<file path="config.mk">
export PLATFORM = sky130hd
export DESIGN_NAME = vs_spi_responder
export DESIGN_NICKNAME = d
export VERILOG_FILES = /design/src/rtl/vs_spi_responder.sv
export SDC_FILE = /design/constraint.sdc
export NUM_CORES = 1
export LEC_CHECK = 0
export CORE_MARGIN = 2
export CORE_UTILIZATION = 38
export CTS_BUF_LIST = sky130_fd_sc_hd__clkbuf_8 sky130_fd_sc_hd__clkbuf_16
export CTS_CLUSTER_SIZE = 16
export DETAILED_ROUTE_END_ITERATION = 10
export SLEW_MARGIN = 20
export SYNTH_ARGS = -nofsm -noshare
export SYNTH_HDL_FRONTEND = slang
export SYNTH_SLANG_ARGS = --single-unit
</file>
<file path="constraint.sdc">
create_clock -name clk -period 4.5 [get_ports clk]
set_input_delay 0.675 -clock clk [delete_from_list [all_inputs] [get_ports clk]]
set_output_delay 0.675 -clock clk [all_outputs]
set_load 0.03 [all_outputs]
</file>
<file path="src/rtl/vs_spi_responder.sv">
// SPI responder standing in for a VS10xx decoder: SCI register frames on XCS, SDI audio bytes on XDCS into a FWFT FIFO.
// Optional macro RESPONDER_STATS_EN builds the accepted-SDI-byte counter behind o_sdi_count.
module vs_spi_responder #(
  parameter int FIFO_DEPTH = 64,
  parameter int DREQ_SPACE = 32,
  parameter int RESET_HOLD = 1000,
  parameter int SCI_BUSY   = 8
) (
  input  logic        clk,
  input  logic        rst,
  input  logic        i_XCS,
  input  logic        i_XDCS,
  input  logic        i_SCK,
  input  logic        i_SI,
  output logic        o_SO,
  output logic        o_DREQ,
  output logic [7:0]  o_byte,
  output logic        o_byte_valid,
  input  logic        i_byte_ready,
  output logic [15:0] o_vol,
  output logic        o_ovf,
  output logic [31:0] o_sdi_count
);

  localparam int AW       = $clog2(FIFO_DEPTH);
  localparam int PW       = AW + 1;
  localparam int HOLD_MAX = (RESET_HOLD > SCI_BUSY) ? RESET_HOLD : SCI_BUSY;
  localparam int HW       = $clog2(HOLD_MAX + 1);
  localparam logic [PW-1:0] DEPTH_W = PW'(FIFO_DEPTH);
  localparam logic [PW-1:0] SPACE_W = PW'(DREQ_SPACE);

  typedef enum logic [1:0] {S_IDLE, S_OPCODE, S_ADDR, S_DATA} sci_state_t;

  // ---------------------------------------------------------------- input sync
  logic [1:0] xcs_q, xdcs_q, sck_q, si_q;
  logic       sck_prev;

  always_ff @(posedge clk) begin
    if (rst) begin
      xcs_q    <= 2'b11;
      xdcs_q   <= 2'b11;
      sck_q    <= 2'b00;
      si_q     <= 2'b00;
      sck_prev <= 1'b0;
    end else begin
      xcs_q    <= {xcs_q[0], i_XCS};
      xdcs_q   <= {xdcs_q[0], i_XDCS};
      sck_q    <= {sck_q[0], i_SCK};
      si_q     <= {si_q[0], i_SI};
      sck_prev <= sck_q[1];
    end
  end

  logic sck_rise, sck_fall, si_s, sci_sel, sdi_sel;
  assign sck_rise = sck_q[1] & ~sck_prev;
  assign sck_fall = ~sck_q[1] & sck_prev;
  assign si_s     = si_q[1];
  // SCI wins whenever XCS is low, so SDI needs XDCS low and XCS high.
  assign sci_sel  = ~xcs_q[1];
  assign sdi_sel  = ~xdcs_q[1] & xcs_q[1];

  // ---------------------------------------------------------------- SCI FSM
  sci_state_t  state, state_d;
  logic [3:0]  bit_cnt;
  logic [15:0] sci_sh;
  logic [15:0] so_shift;
  logic [7:0]  opcode, addr;
  logic        so_q;
  logic [15:0] regs [16];

  logic [15:0] sci_word;
  logic        shift_en, op_done, addr_done, data_done, wr_commit, soft_rst;
  logic [3:0]  wr_addr;

  assign sci_word = {sci_sh[14:0], si_s};
  assign wr_addr  = addr[3:0];

  always_ff @(posedge clk) begin
    if (rst) state <= S_IDLE;
    else     state <= state_d;
  end

  // NOTE: every signal assigned in a combinational block gets a default first, so no path can infer a latch.
  always_comb begin
    state_d = state;
    if (!sci_sel) begin
      state_d = S_IDLE;
    end else begin
      case (state)
        S_IDLE:   state_d = S_OPCODE;
        S_OPCODE: if (sck_rise && bit_cnt == 4'd7)  state_d = S_ADDR;
        S_ADDR:   if (sck_rise && bit_cnt == 4'd7)  state_d = S_DATA;
        S_DATA:   if (sck_rise && bit_cnt == 4'd15) state_d = S_IDLE;
        default:  state_d = S_IDLE;
      endcase
    end
  end

  always_comb begin
    shift_en  = sci_sel && sck_rise && (state != S_IDLE);
    op_done   = 1'b0;
    addr_done = 1'b0;
    data_done = 1'b0;
    case (state)
      S_OPCODE: op_done   = shift_en && (bit_cnt == 4'd7);
      S_ADDR:   addr_done = shift_en && (bit_cnt == 4'd7);
      S_DATA:   data_done = shift_en && (bit_cnt == 4'd15);
      default:  ;
    endcase
    wr_commit = data_done && (opcode == 8'h02) && (addr[7:4] == 4'h0);
    soft_rst  = wr_commit && (wr_addr == 4'h0) && sci_word[2];
  end

  // NOTE: sequential state uses non-blocking assignments only, so every flop samples pre-edge values.
  always_ff @(posedge clk) begin
    if (rst) begin
      bit_cnt  <= '0;
      sci_sh   <= '0;
      opcode   <= '0;
      addr     <= '0;
      so_shift <= '0;
      so_q     <= 1'b0;
    end else if (!sci_sel || state == S_IDLE) begin
      bit_cnt  <= '0;
      so_shift <= '0;
      so_q     <= 1'b0;
    end else begin
      if (shift_en) begin
        sci_sh  <= sci_word;
        bit_cnt <= (op_done || addr_done || data_done) ? 4'd0 : bit_cnt + 4'd1;
      end
      if (op_done) opcode <= sci_word[7:0];
      if (addr_done) begin
        addr     <= sci_word[7:0];
        so_shift <= (opcode == 8'h03 && sci_word[7:4] == 4'h0) ? regs[sci_word[3:0]] : 16'h0000;
      end
      if (sck_fall) begin
        so_q     <= so_shift[15];
        so_shift <= {so_shift[14:0], 1'b0};
      end
    end
  end

  // Register file is only 16 words, so it is reset like ordinary state.
  always_ff @(posedge clk) begin
    if (rst) begin
      for (int i = 0; i < 16; i++) regs[i] <= 16'h0000;
      regs[0] <= 16'h0800;
    end else if (wr_commit) begin
      regs[wr_addr] <= (wr_addr == 4'h0) ? (sci_word & ~16'h0004) : sci_word;
    end
  end

  assign o_SO  = so_q;
  assign o_vol = regs[11];

  // ---------------------------------------------------------------- SDI shifter
  logic [2:0] sdi_cnt;
  logic [7:0] sdi_sh;
  logic       push_req;
  logic [7:0] push_byte;

  always_ff @(posedge clk) begin
    if (rst || !sdi_sel) begin
      sdi_cnt <= '0;
      if (rst) sdi_sh <= '0;
    end else if (sck_rise) begin
      sdi_sh  <= {sdi_sh[6:0], si_s};
      sdi_cnt <= sdi_cnt + 3'd1;
    end
  end

  assign push_req  = sdi_sel && sck_rise && (sdi_cnt == 3'd7);
  assign push_byte = {sdi_sh[6:0], si_s};

  // ---------------------------------------------------------------- FIFO
  logic [PW-1:0] wr_ptr, rd_ptr, level, free;
  logic [7:0]    mem [FIFO_DEPTH];
  logic          full, empty, pop, push_ok, ovf_q;

  assign level   = wr_ptr - rd_ptr;
  assign free    = DEPTH_W - level;
  assign full    = (level == DEPTH_W);
  assign empty   = (level == '0);
  assign pop     = !empty && i_byte_ready;
  // A pop in the same cycle frees the slot the push needs.
  assign push_ok = push_req && (!full || pop);

  always_ff @(posedge clk) begin
    if (rst) begin
      wr_ptr <= '0;
      rd_ptr <= '0;
      ovf_q  <= 1'b0;
    end else begin
      if (soft_rst) begin
        wr_ptr <= '0;
        rd_ptr <= '0;
      end else begin
        if (push_ok) wr_ptr <= wr_ptr + 1'b1;
        if (pop)     rd_ptr <= rd_ptr + 1'b1;
      end
      if (push_req && !push_ok) ovf_q <= 1'b1;
    end
  end

  // NOTE: FIFO storage has no reset; the pointers alone define which entries are valid.
  always_ff @(posedge clk) begin
    if (push_ok && !soft_rst) mem[wr_ptr[AW-1:0]] <= push_byte;
  end

  assign o_byte       = mem[rd_ptr[AW-1:0]];
  assign o_byte_valid = !empty;
  assign o_ovf        = ovf_q;

  // ---------------------------------------------------------------- DREQ
  logic [HW-1:0] hold_cnt, hold_dec, hold_load;
  logic          dreq_q;

  assign hold_dec  = (hold_cnt != '0) ? hold_cnt - 1'b1 : '0;
  // The commit cycle itself forces DREQ low, so the counter loads one less than the hold length.
  assign hold_load = soft_rst ? HW'(HOLD_MAX - 1) : HW'(SCI_BUSY - 1);

  always_ff @(posedge clk) begin
    if (rst) begin
      hold_cnt <= '0;
      dreq_q   <= 1'b0;
    end else begin
      hold_cnt <= (wr_commit && hold_load > hold_dec) ? hold_load : hold_dec;
      dreq_q   <= !wr_commit && (hold_cnt == '0) && (free >= SPACE_W);
    end
  end

  assign o_DREQ = dreq_q;

  // ---------------------------------------------------------------- stats
`ifdef RESPONDER_STATS_EN
  logic [31:0] sdi_count_q;

  always_ff @(posedge clk) begin
    if (rst || soft_rst) sdi_count_q <= '0;
    else if (push_ok)    sdi_count_q <= sdi_count_q + 32'd1;
  end

  assign o_sdi_count = sdi_count_q;
`else
  assign o_sdi_count = 32'd0;
`endif

endmodule
</file>
==> Word-level counts from Yosys, hierarchy flattened <==
Memory sizes are Yosys's and may differ from the RTL's. A register that Yosys moved wholly into a read port is not among the register bits.
Index checks and enable logic that the tools add are counted.
{ "totals": {"ff_bits": 99, "ramBits": 768, "out_inout_bits": 60, "elab_cells": 135, "memories": 2} }
{ "memory_table": {"columns": ["name", "words", "word_bits", "read_ports", "rd_ports_with_merged_regs", "wr", "line", "rtl"], "rows": [
  ["mem", 64, 8, 1, 1, 1, "178", "logic [7:0] mem [FIFO_DEPTH];"],
  ["regs", 16, 16, 2, 0, 16, "69", "logic [15:0] regs [16];"]
]} }
{ "classes": {"addsub": 7, "magnitude_cmp": 2, "n_eq_ne": 13, "n_mux": 31, "n_bitwise": 9, "n_reduce_logical": 51} }
{ "ops": {"columns": ["op", "count"], "rows": [
  ["$mux W16", 5],
  ["$mux W10", 3],
  ["$mux W7", 3],
  ["$logic_and A1 B1 Y1", 20],
  ["$eq A8 B2 Y1 const B", 2],
  ["$reduce_or A16 Y1", 1],
  ["$add A7 B1 Y7 const B", 2],
  ["$logic_not A4 Y1", 3],
  ["$mux W6", 2],
  ["$mux W1", 11],
  ["$gt A10 B10 Y1", 1],
  ["$logic_not A10 Y1", 1],
  ["$reduce_bool A10 Y1", 1],
  ["$sub A10 B1 Y10 const B", 1],
  ["$mux W4", 2],
  ["$ne A2 B2 Y1 const B", 4],
  ["$pmux W2 S4", 1],
  ["$reduce_and A2 Y1", 4],
  ["$eq A7 B7 Y1 const B", 1],
  ["$ge A7 B6 Y1 const B", 1],
  ["$logic_not A7 Y1", 1],
  ["$sub A7 B7 Y7", 1],
  ["$sub A7 B7 Y7 const A", 1],
  ["$logic_not A1 Y1", 6],
  ["18 further kinds", 35]
]} }

==> Logic depth before layout (Yosys ltp) <==
Gate-level depths: netlist of run 1.
{ "depth": {"ltp_word": 14, "ltp_mapped": 14, "mapped_depth_nobuf": 13} }

==> Worst setup path after synthesis of run 1 <==
OpenSTA, ideal clock, no wires.
{ "synth_timing": {"path_kind": "reg2reg", "from": "register state[0]", "to": "register hold_cnt[5]", "setup_time_ns": 0.123, "arrival_ns": 3.788, "required_time_ns": 4.377, "slack_ns": 0.588, "stages_incl_launch_ff": 14, "synth_period_minus_slack_ns": 3.912, "cell_sequence": "dfxtp_1 inv_1 ha_1 or4b_1 buf_2 or4_4 or3_4 inv_1 ha_1 a21o_1 o311ai_0 o221ai_2 o21ai_4 mux2_1"} }
{ "synth_between": {"elab_chain_cells": 12, "word_cells_on_any_way": 13, "cone_classes": "order compare (1); eq/ne (1); mux (3); reduce/logical (8)"} }
{ "synth_lines": {"columns": ["item", "line", "rtl"], "rows": [
  ["start: declaration", "63", "sci_state_t state, state_d;"],
  ["start signal: assignment", "80", "else state <= state_d;"],
  ["$reduce_bool A2 Y1", "100", "shift_en = sci_sel && sck_rise && (state != S_IDLE);"],
  ["$logic_and A1 B1 Y1", "100", null],
  ["$logic_and A1 B1 Y1", "107", "S_DATA: data_done = shift_en && (bit_cnt == 4'd15);"],
  ["$mux W1 (*)", "104", "case (state)"],
  ["$logic_and A1 B1 Y1 (*) (2 in series)", "110", "wr_commit = data_done && (opcode == 8'h02) && (addr[7:4] == 4'h0);"],
  ["$logic_and A1 B1 Y1 (2 in series)", "111", "soft_rst = wr_commit && (wr_addr == 4'h0) && sci_word[2];"],
  ["$mux W10", "221", "assign hold_load = soft_rst ? HW'(HOLD_MAX - 1) : HW'(SCI_BUSY - 1);"],
  ["$gt A10 B10 Y1", "228", "hold_cnt <= (wr_commit && hold_load > hold_dec) ? hold_load : hold_dec;"],
  ["$logic_and A1 B1 Y1", "228", null],
  ["$mux W10 (*)", "228", null],
  ["end signal: assignment", "228", null],
  ["end: declaration", "216", "logic [HW-1:0] hold_cnt, hold_dec, hold_load;"]
]} }
Every way passes the cells marked *; elsewhere a longest branch is shown, timed or not.
A chain may end at the register's enable or synchronous reset.

==> results by stage, run 1 <==
Status:
- The run finished with clean final reports.

Routing:
- The routed layout has 18,870 vias.
- In the final routed layout, each cell accounts on average for 23.91 microns.
- The number of DRC violations after detailed routing is 0.
- In this run the remaining antenna-violating nets after routing total 0.
- The ratio of routed vias to standard cells is 5.357.
- Before antenna repair, the detailed router went through 8 iterations.
- The violation count after the first detailed-routing iteration is 1,689.
- Summed over all layers, the routed wires come to 84,220 microns.

Worst setup path:
- Data on the critical path is required at its endpoint by 3.83 ns.
- The worst setup path is launched from a flop.
- The critical path goes through buf_12, mux4_2, mux4_2, mux4_2, clkdlybuf4s50_1.
- The most critical setup path has its endpoint at o_byte[1].
- The standard cell with the maximum stage delay on the critical path is sky130_fd_sc_hd__dfxtp_4.
- The startpoint of the most critical register-to-register path is state[0].
- The worst register-to-register path has a setup slack of 0.30 ns.
- The worst setup path is of the reg -> out kind.
- In this design, the stage delay of the slowest critical-path cell is 0.70 ns.
- The number of cells traversed by the worst register-to-register path is 12.
- By instance count, the cell type seen most on the critical path is sky130_fd_sc_hd__mux4_2.
- The number of buffer and inverter instances along the worst setup path is 2.
- The total number of cells along the worst setup path is 5.
- For the worst setup path, the data arrival time is 3.73 ns.
- STA classifies the critical path endpoint as an output port.
- In this design, the largest share of critical-path delay is due to multiplexers.
- Along the worst path, the maximum fanout reaches 40.
- The end of the worst register-to-register path is hold_cnt[6].

CTS:
- The number of clock sinks is 873.
- Clock-pin slew was measured on the worst setup and hold paths at 0.06 ns.
- The maximum clock path buffer count is 3.
- The hold buffer count at CTS is 0.
- The CTS H-tree depth is 3.
- CTS placed an instance of sky130_fd_sc_hd__clkbuf_16 at the clock tree root.
- The clock insertion delay at the later pin of the skew report is 0.65 ns.
- The TritonCTS clock tree is yes.
- TritonCTS created 91 clock buffers.

Global route:
- The all-layer global routing usage is 17.09%.
- The fraction of met3 tracks used by global routing is 2.243%.
- Summed over all layers, the global routing overflow is 0.
- The met2 capacity usage during global routing is 27.31%.
- The global routing stage identified its most utilized layer as met2.
- The first global-routing pass estimated 125,200 microns of wire.
- The number of global-route vias before repair is 18,970.
- The maximum number of pins on one net before global-route repair is 66.
- For met1 alone, demand over resource in global routing was 24.66%.
- The initial antenna violation count is 1.

Finish:
- The final layout contains 2,205 nets.
- The post-layout instance count excluding filler cells is 3,522.
- The antenna diode count is 0.
- The area growth from synthesis to final layout is 15.00%.
- For this run, the share of the core covered by cells in the final layout is 43.98%.
- After routing the design area is 41,730 sq um.
- The share of layout cells above drive strength 1 is 24.68%.
- The filler cell count is 8,146.

Synthesis:
- The synthesized netlist devotes 1.838% of its cell area to compound gates.
- The simple-gate share of the synthesized area is 9.063%.
- The area share of the leading cell type in the synthesized netlist is 64.14%.
- In this run the cell area of the synthesized design comes to 36,280 sq um.
- By area the synthesized netlist is led by sky130_fd_sc_hd__edfxtp_1, sky130_fd_sc_hd__mux4_2, sky130_fd_sc_hd__dfxtp_1.
- The synthesized-area fraction occupied by adder cells is 0.7104%.
- The synthesis warning total is 0.
- The portion of netlist area occupied by mux cells is 16.13%.
- The number of different library cells in the post-synthesis netlist is 67.
- The share of synthesized registers carrying an async set or reset is 0%.
- sky130_fd_sc_hd__edfxtp_1 takes more of the synthesized area than any other cell.
- The average instance area after synthesis is 17.54 sq um.
- The number of flops mapped to enable cells by yosys is 775.
- The area share of xor/xnor cells in the synthesized design is 0.3621%.
- The gate count of the mapped netlist is 2,069.
- The main combinational cell family by area after synthesis is multiplexers.
- The most frequently used flop master after synthesis is sky130_fd_sc_hd__edfxtp_1.
- Sequential cells were found to cover 69.55% of the synthesized design area.
- Synthesis inferred 873 register bits.

Place:
- The area after detailed placement is 38,540 sq um.
- At the end of routability-driven placement, the weighted congestion stood at 0.7919.
- The pre-CTS setup slack is 0.3649 ns.
- The number of placed cells counting well taps is 3,342.
- Detailed placement finished with a half-perimeter wire length of 52,590 microns.
- The number of port buffers is 34.

Floorplanning:
- The core area is 94,870 sq um.
- The x dimension of the die is 313.0 microns.
- The number of ports placed on the die boundary is 67.
- The starting density of the core is 38.24%.
- The die area is 97,970 sq um.
- The height of the die is 313.0 microns.
- The standard-cell row count is 113.

Timing:
- The worst hold margin is 0.4178 ns.
- At the pin with the least slew margin, the transition time is 1.087 ns.
- The worst path in the final design needs a cycle of 4.407 ns, including I/O delays and setup.
- The clock arrives with 0.03400 ns of skew.
- Setup repair after global routing left no endpoint under its margin.
- Static timing analysis puts the maximum clock frequency at 226.9 MHz.
- The final worst setup slack is 0.09343 ns.
- The number of pins exceeding their max-slew limit in the final report is 0.
- The accumulated negative setup slack is 0 ns.
- The final number of hold-violating endpoints was 0.
- The count of final setup violators is 0.
- In this run the tightest slew margin relative to its limit is 27.41%.
- Dividing the final minimum period by the clock period gives 97.92%.

Pwr:
- The static leakage is 13.65 nW.
- The peak supply drop is 0.2948 mV.
- Power spread over the standard cell area amounts to 454.8 nW/um^2.
- The post-layout total power is 18.98 mW.

Min path:
- Counting instances, the worst hold path has a depth of 1.
- In this run the worst hold path is classified as reg -> reg.

Run:
- The total of max-cap violations is 0.
-- routing by layer --
layer / up-vias / part of all wire (%)
li1: 8233 / -
met1: 9968 / 44
met2: 560 / 49
met3: 105 / 5.5
met4: 0 / 2.3
met5: - / 0
-- worst min-delay path by stage --
stage	startpoint	to	slack [ns]
2_1_floorplan	xcs_q[0]	xcs_q[1]	0.39
3_3_place_gp	xcs_q[0]	xcs_q[1]	0.40
3_5_place_dp	xdcs_q[0]	xdcs_q[1]	0.42
4_1_cts	xcs_q[0]	xcs_q[1]	0.43
5_1_grt	xdcs_q[0]	xdcs_q[1]	0.45
6_report	xdcs_q[0]	xdcs_q[1]	0.42
-- registers in the layout, summed over array words and instances, names as in the netlist, 3 cells and up, named ones only --
name / cells
opcode: 8
mem: 512
sdi_cnt: 3
wr_ptr: 7
regs: 256
addr: 8
hold_cnt: 10
sdi_sh: 7
rd_ptr: 7
bit_cnt: 4
so_shift: 16
sci_sh: 15
-- cells in the final DEF (no fill, tap or decap), drive strengths merged, types with 10 or more instances in the layout --
| cell type | count |
|---|---|
| nor2 | 155 |
| mux2i | 21 |
| nor2b | 10 |
| or3 | 10 |
| dfxtp | 98 |
| or2 | 26 |
| nand3 | 16 |
| and2 | 249 |
| a222oi | 15 |
| nor3 | 26 |
| clkinv | 37 |
| mux4 | 248 |
| nand2 | 54 |
| edfxtp | 775 |
| inv | 46 |
| clkbuf | 98 |
| o21ai | 13 |
| conb | 33 |
| a21oi | 27 |
| buf | 121 |
| clkdlybuf4s50 | 32 |
| ha | 19 |
-- synth_stat cells (3+ instances only) --
library cell,count
sky130_fd_sc_hd__buf_1,25
sky130_fd_sc_hd__or3_1,9
sky130_fd_sc_hd__nand2_1,54
sky130_fd_sc_hd__mux2i_1,21
sky130_fd_sc_hd__inv_1,21
sky130_fd_sc_hd__o31ai_1,6
sky130_fd_sc_hd__and2_1,248
sky130_fd_sc_hd__xor2_1,9
sky130_fd_sc_hd__nor2b_1,10
sky130_fd_sc_hd__or4_1,7
sky130_fd_sc_hd__o211ai_1,4
sky130_fd_sc_hd__ha_1,19
sky130_fd_sc_hd__a2111oi_0,3
sky130_fd_sc_hd__o21ai_0,12
sky130_fd_sc_hd__clkbuf_1,112
sky130_fd_sc_hd__or2_2,26
sky130_fd_sc_hd__and3_1,4
sky130_fd_sc_hd__nor4_1,8
sky130_fd_sc_hd__a211oi_1,4
sky130_fd_sc_hd__nor2_1,155
sky130_fd_sc_hd__nor3_1,21
sky130_fd_sc_hd__a222oi_1,15
sky130_fd_sc_hd__mux4_2,248
sky130_fd_sc_hd__xnor2_1,6
sky130_fd_sc_hd__nand3b_1,3
sky130_fd_sc_hd__nand2b_1,9
sky130_fd_sc_hd__nand4_1,7
sky130_fd_sc_hd__o21a_1,3
sky130_fd_sc_hd__a21oi_1,27
sky130_fd_sc_hd__nand3_1,15
sky130_fd_sc_hd__dfxtp_1,98
sky130_fd_sc_hd__a31oi_1,5
sky130_fd_sc_hd__mux2_1,5
sky130_fd_sc_hd__nor3_2,4
sky130_fd_sc_hd__buf_4,32
sky130_fd_sc_hd__edfxtp_1,775
-- worst register-to-register path, cell delays in order (launching register included) --
cell and delay (ns):
sky130_fd_sc_hd__dfxtp_1 0.38, sky130_fd_sc_hd__inv_1 0.08, sky130_fd_sc_hd__ha_1 0.27, sky130_fd_sc_hd__or4b_1 0.56, sky130_fd_sc_hd__or4_4 0.58, sky130_fd_sc_hd__or3_4 0.43
sky130_fd_sc_hd__inv_1 0.14, sky130_fd_sc_hd__ha_1 0.26, sky130_fd_sc_hd__a21o_1 0.18, sky130_fd_sc_hd__o311ai_0 0.44, sky130_fd_sc_hd__o221ai_2 0.24, sky130_fd_sc_hd__o21ai_4 0.17
sky130_fd_sc_hd__mux2_1 0.35
-- cell type report --
type / instances / area (sq um) / area share (%)
clock inverter: 76 / 663.1 / 1.589
multi-input combinational: 1035 / 10340 / 24.79
clock buffer: 96 / 2369 / 5.676
tap: 1265 / 1583 / 3.793
sequential: 873 / 25250 / 60.52
timing repair buffer: 156 / 1439 / 3.448
inverter: 21 / 78.83 / 0.1889
-- repair_timing --
item                                    in CTS  in global routing
resized for setup                            0                  6
endpoints found under the setup margin       0                  7
buffers inserted                             0                  4
hold endpoints to repair                     0                  0
-- cells by family (layout without fill, tap and decap cells) --
kind of cell,after synthesis,in the layout
DFF,873,873
and+or+nand+nor,600,600
muxes,274,274
buffers and inverters,193,349
AOI/OAI and AO/OA,93,93
adders and majority gates,20,20
xor gates and xnor gates,15,15
other,1,33
-- power breakdown --
part / internal, mW / leakage, nW / switching [mW]
clock network: 4.35 / 1.55 / 3.16
registers: 8.96 / 8.01 / 0.146
logic: 1.15 / 4.08 / 1.21
total: 14.5 / 13.6 / 4.52
(Power assumes the default switching activity.)
==> inputs of run 2 (changes only) <==
- ABC_CLOCK_PERIOD_IN_PS: not set -> 4400
- clock period: 4.5 -> 4.4 ns (I/O delays scaled with it)
==> run 2 against run 1 <==
  * Non-clock buffer count fell by 16
  * Clock-buffer cell count rose by 7
  * Sequential power rose by 2.5%
  * Via count fell by 0.87%
  * Total power rose by 0.90%
  * Critical endpoint is now hold_cnt[7]
==> results by stage, run 2 (synthesized netlist as in run 1, its figures left out) <==
Worst setup path:
- The critical setup path kind is reg -> reg.
- The top fanout value on the critical path is 8 (-80%).
- The data required time of the worst path was 4.94 ns (+1.11 ns).
- The arrival time at the worst endpoint is 4.74 ns (+1.01 ns).
- STA classifies the critical path endpoint as a flop.
- The slack of the worst reg-to-reg path is 0.20 ns (-0.10 ns).
- STA classifies the critical path startpoint as a flop.

Pwr:
- The power per cell area is 462.5 nW/um^2 (+1.7%).
- The peak supply drop is 0.3201 mV (+8.6%).
- The total internal power came to 14.54 mW (+0.58%).
- The static leakage came to 13.49 nW (-1.2%).
- The portion of total power attributed to combinational logic was 12.4% (about the same).
- The clock network fraction of design power came to 38.9% (-0.7 points).
- The net load switching power came to 4.610 mW (+1.9%).
- The sequential share of power was 48.7% (+0.7 points).
- The switching share of total power was 24.07% (+0.24 points).

Timing:
- After layout, the worst path uses 95.51% of the clock period.
- The count of final setup violators is 0 (unchanged).
- The maximum clock rate is 238.0 MHz.
- The slew at the pin closest to its max-slew limit came to 1.068 ns (-0.01934 ns).
- The number of pins exceeding their max-slew limit in the final report is 0 (unchanged).
- The worst relative slew slack is 28.80% (+1.4 points).
- The final number of hold-violating endpoints is 0 (unchanged).
- The worst hold margin was 0.4128 ns (-0.004972 ns).
- The clock tree skew after final layout is 0.03576 ns (+0.001762 ns).
- The final worst setup slack is 0.1977 ns (+0.1043 ns).
- The final critical path time including I/O delays and setup is 4.202 ns.
- The accumulated negative setup slack was 0 ns (unchanged).
- Setup repair after global routing left no endpoint under its margin.

CTS:
- The TritonCTS clock tree is yes.
- The clock insertion delay at the later pin of the skew report came to 0.66 ns (about the same).
- The number of buffers created by CTS came to 90 (-1.1%).
- The maximum clock path buffer count is 3 (unchanged).
- The number of clock sinks came to 873 (unchanged).
- The setup fix buffers added after clock tree synthesis is 0 (unchanged).
- The clock transition at the register clock pins on the worst setup and hold paths after CTS came to 0.06 ns (about the same).
- The CTS H-tree depth was 3 (unchanged).
- The tree is rooted in a sky130_fd_sc_hd__clkbuf_16.

Routing:
- The routed wirelength normalized by instance count is 24.14 microns (+0.96%).
- The number of DRC violations after detailed routing is 0 (unchanged).
- The detailed-routing iteration count for the pre-antenna-repair pass is 7 (-1).
- The ratio of routed vias to standard cells is 5.348 (-0.16%).
- The number of vias in the routed layout is 18,700 (-0.87%).
- The total length of routed wires is 84,420 microns (+0.24%).
- The antenna violation net count after detailed routing is 0 (unchanged).
- The violation count after the first detailed-routing iteration is 1,733 (+2.6%).

Finish:
- The layout net count is 2,188 (-0.77%).
- The share of layout cells above drive strength 1 is 24.73% (+0.052 points).
- Relative to the synthesized area, the layout overhead comes to 14.12%.
- The antenna diode count came to 0 (unchanged).
- The post-layout instance count excluding filler cells was 3,497 (-0.71%).
- Leaving out fill and tap cells, the most frequent cell in the layout is sky130_fd_sc_hd__edfxtp_1.
- In the layout the commonest cells are sky130_fd_sc_hd__edfxtp_1, sky130_fd_sc_hd__mux4_2, sky130_fd_sc_hd__and2_1, sky130_fd_sc_hd__nor2_1, sky130_fd_sc_hd__buf_4.
- The final instance area came to 41,410 sq um (-0.77%).
- The flip-flop count of the largest register, all copies and words added came to 512 (unchanged).

Global route:
- The maximum number of pins on one net before global-route repair is 77 (+17%).
- The number of global-route vias before repair is 19,020 (+0.26%).
- The all-layer global routing usage is 17.31% (+0.22 points).
- The global-route wire length before repair is 126,800 microns (+1.3%).
- The initial antenna violation count is 1 (unchanged).
- The remaining global-route overflow came to 0 (unchanged).

Place:
- The pre-CTS setup slack is 0.3051 ns (-0.05980 ns).
- The final weighted congestion of routability-driven global placement came to 0.7974 (+0.69%).
- The number of port buffers is 34 (unchanged).
- The area after detailed placement is 38,470 sq um (-0.18%).
- The number of placed cells counting well taps is 3,334 (-0.24%).
- The detailed placement HPWL is 53,330 microns (+1.4%).

Status:
- The flow ran to the end, and the final reports show no timing, DRC or antenna violations.

Run:
- The total of max-cap violations is 0 (unchanged).

Floorplanning:
- The number of ports placed on the die boundary is 67 (unchanged).
- The height of the die is 313.0 microns (unchanged).
- The die area is 97,970 sq um (unchanged).
- The x dimension of the die is 313.0 microns (unchanged).
- The starting density of the core is 38.24% (unchanged).
- The standard-cell row count was 113 (unchanged).
- The core area came to 94,870 sq um (unchanged).

Min path:
- The path class of the tightest hold or removal check is reg -> reg.
[run 2: changes by cell type in the layout (fill, tap and decap cells not counted), sizes merged]
cell,change
clkbuf,+5
inv,-4
bufinv,-5
buf,-6
clkinvlp,-2
clkdlybuf4s50,-8
clkinv,-5
[run 2: stage by stage]
stage                     total power [mW]  util, %
after floorplan                      11.13        -
after global placement               11.86    40.55
after global routing                 19.79    43.65
after CTS                            19.32    43.63
after detailed placement             11.91    40.55
final                                19.15    43.65
[run 2: power groups by stage]
stage	registers (mW)	clock network, mW	logic (mW)
2_1_floorplan	9.44	0	1.69
3_3_place_gp	9.49	0	2.37
3_5_place_dp	9.51	0	2.40
4_1_cts	9.33	7.58	2.41
5_1_grt	9.35	7.92	2.53
6_report	9.33	7.44	2.38
[run 2: area by class of cell]
class	instances	area, sq um
fillers	8125	53460
well taps	1265	1583
multi-input cells	1035	10340
flip-flops and latches	873	25250
repair buffers	140	1226
clock buffers	103	2465
clock inverters	60	462.9
inverters	21	78.83
[run 2: repair_timing]
item | in CTS | in global routing
endpoints found under the setup margin | 0 | 9
resized for setup | 0 | 2
hold buffers | 0 | 0
[run 2: layer usage]
metal | track usage (%) | share of wire (%) | up-vias
li1 | - | - | 8186
met3 | 2.428 | 5.7 | 102
met1 | 24.88 | 44 | 9846
met5 | 0 | 0 | -
met2 | 28.20 | 49 | 568
met4 | 3.773 | 1.5 | 0
[run 2: path summary, 6_finish.rpt]
path,from,to,cells after the start
max,state[0],hold_cnt[7],13
min,xdcs_q[0],xdcs_q[1],1
max reg2reg,state[0],hold_cnt[7],13
min reg2reg,xdcs_q[0],xdcs_q[1],1
[run 2: worst max-delay path: stages (launching register included)]
cell and delay, ns:
sky130_fd_sc_hd__dfxtp_1 0.38, sky130_fd_sc_hd__inv_1 0.09, sky130_fd_sc_hd__ha_1 0.27, sky130_fd_sc_hd__or4b_1 0.57, sky130_fd_sc_hd__or4_4 0.58, sky130_fd_sc_hd__or3_4 0.43
sky130_fd_sc_hd__inv_1 0.15, sky130_fd_sc_hd__ha_1 0.30, sky130_fd_sc_hd__and3_1 0.22, sky130_fd_sc_hd__o211ai_1 0.12, sky130_fd_sc_hd__a2bb2oi_1 0.26, sky130_fd_sc_hd__o221ai_2 0.18
sky130_fd_sc_hd__o21ai_4 0.17, sky130_fd_sc_hd__mux2_1 0.36
==> inputs of run 3 (changes only) <==
- CORE_UTILIZATION: 38 -> 62
- PLACE_DENSITY: not set -> 0.79
- SKIP_LAST_GASP: not set -> 1
==> run 3 against run 2 <==
  * Combinational power up 5%
  * Clock-buffer cell count down 16
  * Clock skew down 0.016 ns
  * Utilization up 27 points
  * Cell count down 14%
  * Worst hold slack worse by 0.0022 ns
  * Flip-flop and latch count unchanged
  * Via count up 4.1%
  * Largest power group unchanged
==> results by stage, run 3 (synthesized netlist as in run 1, its figures left out) <==
Worst setup path:
- The data required time of the worst path is 3.74 ns (-1.20 ns).
- The end of the worst register-to-register path is hold_cnt[8].
- The setup path with the least slack is of type reg -> out.
- The worst setup path is launched from a flop.
- The arrival time at the worst endpoint is 3.73 ns (-1.01 ns).
- The slack of the worst reg-to-reg path is 0.25 ns (+0.05 ns).
- In this run the critical register-to-register path is launched from state[0].
- The nature of the critical path endpoint is an output port.
- The top fanout value on the critical path came to 21 (+13).
- The number of cells traversed by the worst register-to-register path is 12 (-1).

CTS:
- The clock transition at the register clock pins on the worst setup and hold paths after CTS is 0.06 ns (about the same).
- The CTS H-tree depth is 3 (unchanged).
- The TritonCTS clock tree is yes.
- The clock root buffer is sky130_fd_sc_hd__clkbuf_16.
- The maximum clock path buffer count is 3 (unchanged).
- The clock insertion delay at the later pin of the skew report was 0.64 ns (-0.02 ns).
- The number of buffers created by CTS was 83 (-7.8%).
- The number of clock sinks was 873 (unchanged).

Timing:
- Setup repair after global routing could not meet its margin everywhere.
- The clock tree skew after final layout is 0.01999 ns (-0.01578 ns).
- The number of pins exceeding their max-slew limit in the final report is 0 (unchanged).
- The accumulated negative setup slack is 0 ns (unchanged).
- The final worst setup slack was 0.01161 ns (-0.1861 ns).
- The count of final setup violators is 0 (unchanged).
- The final critical path time including I/O delays and setup is 4.388 ns (+0.1861 ns).
- The final number of hold-violating endpoints is 0 (unchanged).
- The maximum clock rate is 227.9 MHz (-4.2%).
- The portion of the clock cycle consumed by the worst path in the final layout is 99.74% (+4.2 points).
- The slew at the pin closest to its max-slew limit is 1.053 ns (-0.01482 ns).
- The worst relative slew slack was 29.78% (+0.99 points).

Floorplanning:
- The height of the die is 245.9 microns (-21%).
- The die area is 60,470 sq um (-38%).
- The starting density of the core was 62.77% (+25 points).
- The standard-cell row count is 88 (-22%).
- The x dimension of the die is 245.9 microns (-21%).
- The core area is 57,810 sq um (-39%).
- The number of ports placed on the die boundary is 67 (unchanged).

Finish:
- The leading cell type in the layout, fill and taps excluded is sky130_fd_sc_hd__edfxtp_1.
- The antenna diode count is 0 (unchanged).
- The share of layout cells above drive strength 1 is 23.85% (-0.88 points).
- The layout net count is 2,185 (-0.14%).
- The top cell types in the final layout, fill and taps aside, are sky130_fd_sc_hd__edfxtp_1, sky130_fd_sc_hd__mux4_2, sky130_fd_sc_hd__and2_1, sky130_fd_sc_hd__nor2_1, sky130_fd_sc_hd__buf_4.
- The flip-flop count of the largest register, all copies and words added is 512 (unchanged).
- Compared with the post-synthesis result, the final layout area differs by 12.08%.

Global route:
- The all-layer global routing usage is 28.02% (+11 points).
- The global-route wire length before repair is 124,600 microns (-1.8%).
- The number of global-route vias before repair is 19,530 (+2.7%).
- The initial antenna violation count is 1 (unchanged).
- The remaining global-route overflow is 0 (unchanged).
- The maximum number of pins on one net before global-route repair is 78 (+1.3%).

Routing:
- The detailed-routing iteration count for the pre-antenna-repair pass came to 7 (unchanged).
- The antenna violation net count after detailed routing came to 0 (unchanged).
- The violation count after the first detailed-routing iteration is 2,597 (+50%).
- The total length of routed wires is 82,860 microns (-1.8%).
- The routed wirelength normalized by instance count came to 27.70 microns (+15%).
- The number of DRC violations after detailed routing was 0 (unchanged).
- The number of vias in the routed layout was 19,480 (+4.1%).
- The ratio of routed vias to standard cells was 6.512 (+22%).

Min path:
- The tightest min-delay check is of the reg -> reg type.
- The critical hold path startpoint is xdcs_q[0].
- The number of instances on the worst hold path was 1 (unchanged).
- The endpoint of the worst hold path is xdcs_q[1].

Pwr:
- The post-layout total power was 18.78 mW (-1.9%).
- The peak supply drop came to 0.4050 mV (+27%).
- The static leakage came to 13.47 nW (-0.17%).
- The power per cell area is 461.8 nW/um^2 (-0.14%).

Place:
- The pre-CTS setup slack came to 0.2789 ns (-0.02629 ns).
- The detailed placement HPWL came to 48,460 microns (-9.1%).
- The final weighted congestion of routability-driven global placement was 0.8553 (+7.3%).
- The number of port buffers is 34 (unchanged).

Status:
- The run finished with clean final reports.

Run:
- The total of max-cap violations is 0 (unchanged).
-- run 3: power breakdown --
part	leakage (nW)	internal, mW	switching [mW]	total, mW
Combinational	4.09	1.19	1.32	2.51
Clock	1.36	3.88	3.08	6.96
Sequential	8.01	9.16	0.145	9.31
Total	13.5	14.2	4.54	18.8
-- run 3: how the worst max path moves through the flow --
stage / from / endpoint / slack [ns]
floorplan: state[0] / hold_cnt[5] / 0.49
CTS: flop / o_byte[6] / -0.03
detailed placement: state[0] / hold_cnt[8] / 0.28
global placement: state[0] / hold_cnt[5] / 0.46
finish: flop / o_byte[6] / 0.01
global route: flop / o_byte[6] / -0.05
-- run 3: per-layer routing --
metal / track usage (%) / vias up / share of wire [%]
met2: 43.61 / 1230 / 49
met3: 5.479 / 130 / 11
met4: 7.059 / 2 / 1.9
met5: 0 / - / 0.022
li1: - / 8168 / -
met1: 41.55 / 9948 / 38
-- run 3: critical path, stage by stage (launching register included) --
cell                              delay (ns)
sky130_fd_sc_hd__dfxtp_4                0.64
sky130_fd_sc_hd__buf_4                  0.35
sky130_fd_sc_hd__mux4_2                 0.38
sky130_fd_sc_hd__mux4_2                 0.55
sky130_fd_sc_hd__mux4_2                 0.53
sky130_fd_sc_hd__clkdlybuf4s50_1        0.62
-- run 3: what timing repair did --
action	CTS	global route
buffers inserted	1	2
endpoints found under the setup margin	8	9
hold buffers	0	0
gates cloned	1	2
gates resized for setup	2	7
-- run 3: per-stage QoR --
stage               cells  hold slack [ns]  area, sq um  utilization (%)
finish               2991           0.4106        40670            70.35
floorplan            2101           0.3895        36400                -
global placement     2831           0.3944        37850            65.48
detailed placement   2831           0.3973        37860            65.49
CTS                  2986           0.4138        40540            70.14
global route         2991           0.4172        40670            70.35
-- run 3: layout make-up --
type	instances	area, sq um
repair buffers	144	1401
fillers	3447	17140
inverters	21	78.83
flip-flops and latches	873	25250
well taps	765	957.2
clock inverters	66	489.2
clock buffers	87	2143
multi-input cells	1035	10350
